### src/rtl/mem_buffer_walker_pkg.sv
// Shared types for the buffer walker and neighbouring DMA stages.
// Widths here are the default build; the walker itself is parameterised.
package mem_buffer_walker_pkg;

   localparam int VADDR_BITS_DEF      = 48;
   localparam int SIZE_BITS_DEF       = 28;
   localparam int MAX_REQ_BYTES_DEF   = 4096;
   localparam int MAX_OUTSTANDING_DEF = 8;
   localparam int LEN_BITS_DEF        = $clog2(MAX_REQ_BYTES_DEF) + 1;

   typedef logic [VADDR_BITS_DEF-1:0] vaddress_t;
   typedef logic [SIZE_BITS_DEF-1:0]  alloc_size_t;
   typedef logic [LEN_BITS_DEF-1:0]   mem_req_len_t;

   typedef struct packed {
      vaddress_t    vaddr;
      mem_req_len_t len;
      logic         last;
   } mem_req_t;

   typedef enum logic [1:0] {
      ST_IDLE  = 2'd0,
      ST_SPLIT = 2'd1,
      ST_DRAIN = 2'd2,
      ST_DONE  = 2'd3
   } walker_state_e;

endpackage

### src/rtl/mem_buffer_walker_inflight.sv
// Up/down counter of issued-but-uncompleted requests with limit compare and
// sticky underflow flag; a completion with nothing in flight is dropped.
module inflight_counter #(
   parameter int  LIMIT = 8,
   localparam int CW    = $clog2(LIMIT + 1)
) (
   input  logic          i_clk,
   input  logic          i_rst,
   input  logic          i_inc,
   input  logic          i_dec,
   output logic [CW-1:0] o_count_nxt,
   output logic          o_below_limit_nxt,
   output logic          o_err_underflow
);

   logic [CW-1:0] r_count;
   logic          r_err;
   logic          w_underflow;

   always_comb begin
      w_underflow = i_dec && !i_inc && (r_count == '0);
      o_count_nxt = r_count;
      if (i_inc && !i_dec)
         o_count_nxt = r_count + CW'(1);
      else if (i_dec && !i_inc && !w_underflow)
         o_count_nxt = r_count - CW'(1);
   end

   assign o_below_limit_nxt = (o_count_nxt < CW'(LIMIT));
   assign o_err_underflow   = r_err;

   always_ff @(posedge i_clk) begin
      if (i_rst) begin
         r_count <= '0;
         r_err   <= 1'b0;
      end else begin
         r_count <= o_count_nxt;
         if (w_underflow)
            r_err <= 1'b1;
      end
   end

endmodule

### src/rtl/mem_buffer_walker.sv
// Buffer descriptor walker: splits (vaddr, size) into requests that never cross
// a MAX_REQ_BYTES boundary, bounds requests in flight, pulses done at the end.
//
// state    | meaning
// ---------+-----------------------------------------------------------
// ST_IDLE  | ready for a descriptor
// ST_SPLIT | issuing requests, stalled while the in-flight limit is hit
// ST_DRAIN | all requests issued, waiting for outstanding completions
// ST_DONE  | one-cycle done pulse, then back to idle
module mem_buffer_walker
   import mem_buffer_walker_pkg::*;
#(
   parameter int  VADDR_BITS      = VADDR_BITS_DEF,
   parameter int  SIZE_BITS       = SIZE_BITS_DEF,
   parameter int  MAX_REQ_BYTES   = MAX_REQ_BYTES_DEF,
   parameter int  MAX_OUTSTANDING = MAX_OUTSTANDING_DEF,
   localparam int LEN_BITS        = $clog2(MAX_REQ_BYTES) + 1
) (
   input  logic                  i_clk,
   input  logic                  i_rst,
   input  logic [VADDR_BITS-1:0] i_buf_vaddr,
   input  logic [SIZE_BITS-1:0]  i_buf_size,
   input  logic                  i_buf_valid,
   output logic                  o_buf_ready,
   output logic [VADDR_BITS-1:0] o_req_vaddr,
   output logic [LEN_BITS-1:0]   o_req_len,
   output logic                  o_req_last,
   output logic                  o_req_valid,
   input  logic                  i_req_ready,
   input  logic                  i_cpl_valid,
   output logic                  o_done_valid,
   output logic                  o_busy,
   output logic                  o_err_cpl
);

   localparam int CNT_BITS = $clog2(MAX_OUTSTANDING + 1);

   walker_state_e         r_state, w_state_nxt;
   logic [VADDR_BITS-1:0] r_addr, w_addr_nxt;
   logic [SIZE_BITS-1:0]  r_rem, w_rem_nxt;
   logic [VADDR_BITS-1:0] r_req_vaddr;
   logic [LEN_BITS-1:0]   r_req_len;
   logic                  r_req_last;
   logic                  r_req_valid;
   logic                  r_ready_en;
   logic                  w_accept;
   logic                  w_issue;
   logic [LEN_BITS-1:0]   w_room;
   logic [LEN_BITS-1:0]   w_split_len;
   logic                  w_split_last;
   logic [CNT_BITS-1:0]   w_cnt_nxt;
   logic                  w_below_nxt;

   assign w_accept = (r_state == ST_IDLE) && r_ready_en && i_buf_valid;
   assign w_issue  = r_req_valid && i_req_ready;

   always_ff @(posedge i_clk) begin
      if (i_rst)
         r_state <= ST_IDLE;
      else
         r_state <= w_state_nxt;
   end

   always_comb begin
      w_state_nxt = r_state;
      w_addr_nxt  = r_addr;
      w_rem_nxt   = r_rem;
      case (r_state)
         ST_IDLE: begin
            if (w_accept) begin
               w_addr_nxt  = i_buf_vaddr;
               w_rem_nxt   = i_buf_size;
               w_state_nxt = (i_buf_size == '0) ? ST_DONE : ST_SPLIT;
            end
         end
         ST_SPLIT: begin
            if (w_issue) begin
               w_addr_nxt = r_addr + VADDR_BITS'(r_req_len);
               w_rem_nxt  = r_rem - SIZE_BITS'(r_req_len);
               if (r_req_last)
                  w_state_nxt = ST_DRAIN;
            end
         end
         ST_DRAIN: begin
            if (w_cnt_nxt == '0)
               w_state_nxt = ST_DONE;
         end
         ST_DONE:  w_state_nxt = ST_IDLE;
         default:  w_state_nxt = ST_IDLE;
      endcase
   end

   // Split is taken from the position the request registers will describe, so
   // a request is visible the cycle after accept and back-to-back after a handshake.
   always_comb begin
      w_room       = LEN_BITS'(MAX_REQ_BYTES) - {1'b0, w_addr_nxt[LEN_BITS-2:0]};
      w_split_len  = (w_rem_nxt < SIZE_BITS'(w_room)) ? LEN_BITS'(w_rem_nxt) : w_room;
      w_split_last = (SIZE_BITS'(w_split_len) == w_rem_nxt);
   end

   always_ff @(posedge i_clk) begin
      if (i_rst) begin
         r_addr      <= '0;
         r_rem       <= '0;
         r_req_vaddr <= '0;
         r_req_len   <= '0;
         r_req_last  <= 1'b0;
         r_req_valid <= 1'b0;
         r_ready_en  <= 1'b0;
      end else begin
         r_addr     <= w_addr_nxt;
         r_rem      <= w_rem_nxt;
         r_ready_en <= 1'b1;
         if (w_state_nxt == ST_SPLIT && (!r_req_valid || w_issue)) begin
            r_req_valid <= w_below_nxt;
            r_req_vaddr <= w_addr_nxt;
            r_req_len   <= w_split_len;
            r_req_last  <= w_split_last;
         end else if (w_state_nxt != ST_SPLIT) begin
            r_req_valid <= 1'b0;
         end
      end
   end

   inflight_counter #(
      .LIMIT (MAX_OUTSTANDING)
   ) u_inflight (
      .i_clk             (i_clk),
      .i_rst             (i_rst),
      .i_inc             (w_issue),
      .i_dec             (i_cpl_valid),
      .o_count_nxt       (w_cnt_nxt),
      .o_below_limit_nxt (w_below_nxt),
      .o_err_underflow   (o_err_cpl)
   );

   assign o_buf_ready  = (r_state == ST_IDLE) && r_ready_en;
   assign o_req_vaddr  = r_req_vaddr;
   assign o_req_len    = r_req_len;
   assign o_req_last   = r_req_last;
   assign o_req_valid  = r_req_valid;
   assign o_done_valid = (r_state == ST_DONE);
   assign o_busy       = (r_state != ST_IDLE);

endmodule

### config.mk
export PLATFORM = sky130hd
export DESIGN_NAME = mem_buffer_walker
export DESIGN_NICKNAME = d
export VERILOG_FILES = /design/src/rtl/mem_buffer_walker_pkg.sv /design/src/rtl/mem_buffer_walker_inflight.sv /design/src/rtl/mem_buffer_walker.sv
export SDC_FILE = /design/constraint.sdc
export NUM_CORES = 1
export LEC_CHECK = 0
export BUFFER_PORTS_ARGS = -buffer_cell sky130_fd_sc_hd__buf_4
export CAP_MARGIN = 20
export CORE_MARGIN = 2
export CORE_UTILIZATION = 27
export DETAILED_ROUTE_END_ITERATION = 10
export PLACE_DENSITY = 0.54
export SETUP_SLACK_MARGIN = 0.2
export SLEW_MARGIN = 20
export SYNTH_ARGS = -nofsm -noshare
export SYNTH_HDL_FRONTEND = slang
export SYNTH_SLANG_ARGS = --single-unit
### constraint.sdc
create_clock -name i_clk -period 6.5 [get_ports i_clk]
set_clock_uncertainty 0.05 [all_clocks]
set_input_delay 1.3 -clock i_clk [delete_from_list [all_inputs] [get_ports i_clk]]
set_output_delay 1.3 -clock i_clk [all_outputs]
set_load 0.01 [all_outputs]
==> results.yml <==
timing:
  worst-slew-pin-transition_ns: 1.20
  setup-violations-final: 0
  final.setup.tns_ns: 0
  whs_ns: 0.413
  drv_slew: 0
  rsz_0062_raised_after_global_routing: "no"
  final_worst_path_period_share_pct: 82.7
  max_slew_margin_pct: 19.3
  timing_hold_violations_final: 0
  min_period_ns: 5.38
  postLayoutSetupSlackWorst_ns: 1.12
  max_freq_ghz: 0.186
routing:
  avgRoutedWirePerCell_um: 20.1
  drtAntennaViolNets: 0
  vias: 9957
  detail_route.first_pass.iterations: 5
  viasPerCell: 5.44
  first_iter_violations: 742
  post-route-drc-count: 0
  detail_route.wirelength_mm: 36.7
setup_path:
  critPathRequiredTime_ns: 6.72
  reg2regPathDepth: 15
  timing.critical_path.arrival_ns: 5.60
  critical_path.reg2reg.startpoint: "r_state[0]"
  crit_path_frequent_cell: "a21oi_1"
  critPathMaxStageDelay_ns: 0.59
  critPathSlowestCell: "and4b_1"
  rrSetupSlack_ns: 1.18
  setup.worst_path.class: "in2reg"
  critical_path.cell_chain: "buf_4 -> and4b_1 -> nor2_8 -> a221oi_2 -> and3_1 -> nand2_1 -> xor2_1 -> ha_1 -> a2111oi_0 -> a21oi_1 -> o21a_1 -> o41ai_1 -> nor2b_1 -> nand2_2 -> o211ai_1 -> a21oi_1"
  crit_path_end_kind: "flip-flop"
  worst_setup_path_start_kind: "input pin"
  timing.critical_path.fanout_max: 11
  r2r_end: "o_req_len[5]"
final_layout:
  n_antenna_cell: 0
  layout-area-overhead-vs-synth_pct: 20.9
  drive_gt1_share_pct: 17.8
  cell_area_after_layout_mm2: 0.0118
  non_filler_cells_final: 1831
  nNetsFinal: 1481
  postLayoutCoreUtil_pct: 33.1
placement:
  gp_congestion: 0.872
  buffer_ports.inserted: 147
  preCtsSetupSlack_ns: 0.706
  placedInstanceArea_mm2: 0.0112
  placed_cells_incl_taps: 1799
  dpl.hpwl_mm: 27.3
floorplan:
  fp.coreArea_mm2: 0.0356
  core.rowCount: 69
  die-area_mm2: 0.0376
  start_util_pct: 27.4
  io-pin-count: 148
  die_width_um: 194
  vertical_extent_of_the_die_um: 194
synthesis:
  synth_top_flop_cell: "dfxtp_1"
  synth_sequential_area_ratio_pct: 30.2
  synthDominantAreaCellType: "dfxtp_1"
  net_count_synth: 1371
  postSynthRegisterBits: 147
  async_reset_ff_share_pct: 0
  synth_edf_count: 0
  avgSynthCellArea_um2: 7.82
  synth_top_area_share_pct: 30.2
  synth_area_leaders: "dfxtp_1 (30%), nor2_1 (5.5%), a21oi_1 (5.4%)"
  post_synth_instance_area_mm2: 0.00975
  syn-instance-count: 1247
  most_instantiated_library_cell_after_synthesis: "dfxtp_1"
  ys_warn_count: 0
  yosys.cell_types.count: 104
  synth_common_cells: "dfxtp_1 (147), nor2_1 (142), nand2_1 (108), a21oi_1 (105), o21ai_0 (75)"
global_routing:
  global_route.usage.total_pct: 19.4
  first_pass_grt_wire_length_mm: 57.0
  gr-total-overflow: 0
  grt_max_degree: 95
  grt_pass1_vias: 9678
  initial_antenna_violation_count: 0
hold_path:
  min_path_type: "reg2reg"
  timing.hold.worst.start: "o_req_vaddr[45]"
  whs_path_depth: 2
  hold_path_end: "o_req_vaddr[45]"
cts:
  clock_sinks: 147
  post_cts_resized: 0
  cts_max_level: 4
  clockRootBuffer: "clkbuf_16"
  cts_inserted_buffers: 17
  clock_insertion_delay_worst_skew_ns: 0.44
  tritoncts: "yes"
  clk_pin_slew_worst_paths_ns: 0.07
  ctsLongestPathBuffers: 2
  cts_setup_buffers: 0
  cts.hold.buffers_added: 0
power:
  total_leakage_power_nw: 4.72
  design_power_total_mw: 3.13
  power.ir.vdd_worst_mv: 0.198
  p_per_area_mw_per_mm2: 266
outcome:
  outcome: "completed"
run:
  max-cap-violations: 0
## worst max path at each step
stage	slack (ns)	to	start	depth (start not counted)
6_report	1.12	o_req_len[5]	i_req_ready	16
5_1_grt	0.61	o_req_len[5]	r_state[0]	15
4_1_cts	1.16	o_req_len[5]	i_req_ready	16
3_5_place_dp	0.71	o_req_len[5]	i_req_ready	16
3_3_place_gp	0.75	o_req_len[5]	i_req_ready	16
2_1_floorplan	1.61	o_req_len[5]	i_buf_valid	18
## kinds of logic after synthesis
group / count (synthesis) / share of synthesized area (%)
and+or+nand+nor: 459 / 23.8
AOI/OAI and AO/OA: 420 / 28.8
DFF: 147 / 30.2
buffers and inverters: 118 / 5.62
xor gates and xnor gates: 43 / 4.09
adders and majority gates: 43 / 5.67
muxes: 17 / 1.78
## layer usage
metal / share of wire (%) / vias up / global-route usage [%]
li1: - / 4859 / -
met1: 47 / 4711 / 26.7
met2: 45 / 342 / 30.6
met3: 5.9 / 45 / 3.58
met4: 2.5 / 0 / 6.43
met5: 0 / - / 0
## sequential cells by signal (all words and copies together), names as in the netlist
name	flops
r_addr	48
u_inflight.r_count	4
r_ready_en	1
o_req_len	13
r_state	2
o_req_vaddr	48
o_req_valid	1
o_req_last	1
u_inflight.o_err_underflow	1
r_rem	28
## critical path: cells and delay by family
| family | cells | cell delay, ns |
|---|---|---|
| xor gates and xnor gates | 1 | 0.28 |
| buffers and inverters | 1 | 0.14 |
| AOI/OAI and AO/OA | 7 | 1.73 |
| and+or+nand+nor | 6 | 1.83 |
| adders and majority gates | 1 | 0.30 |
## cell usage in the layout (no fill, tap or decap), types with 6 or more instances in the layout
cell	count
a211o_1	6
a211oi_1	26
a21o_1	11
a21oi_1	105
a221oi_1	8
a22oi_1	15
a31oi_1	13
and2_1	22
and3_1	20
buf_4	166
clkbuf_16	17
dfxtp_1	147
ha_1	41
inv_1	41
mux2i_1	14
nand2_1	108
nand2b_1	10
nand3_1	30
nand4_1	11
nor2_1	142
nor2b_1	8
nor3_1	31
nor4_1	18
o2111ai_1	8
o211ai_1	17
o21a_1	9
o21ai_0	75
o21ai_1	22
o22a_1	11
o22ai_1	32
or3_1	9
xnor2_1	25
xor2_1	16
## cell type report
| cell class | instances | area [um2] |
|---|---|---|
| fill | 3802 | 23800 |
| multi-input combinational | 982 | 6260 |
| sequential | 147 | 2940 |
| timing repair buffer | 167 | 1270 |
| tap | 461 | 577 |
| clock buffer | 21 | 460 |
| inverter | 42 | 158 |
| clock inverter | 11 | 115 |
## where the power goes
| part | leakage (nW) | total, mW | switching (mW) | internal [mW] |
|---|---|---|---|---|
| Clock | 0.281 | 0.996 | 0.439 | 0.556 |
| Sequential | 1.21 | 1.10 | 0.103 | 0.993 |
| Combinational | 3.23 | 1.04 | 0.605 | 0.436 |
| Total | 4.72 | 3.13 | 1.15 | 1.99 |
No activity file was read; power rests on OpenSTA's default activity.
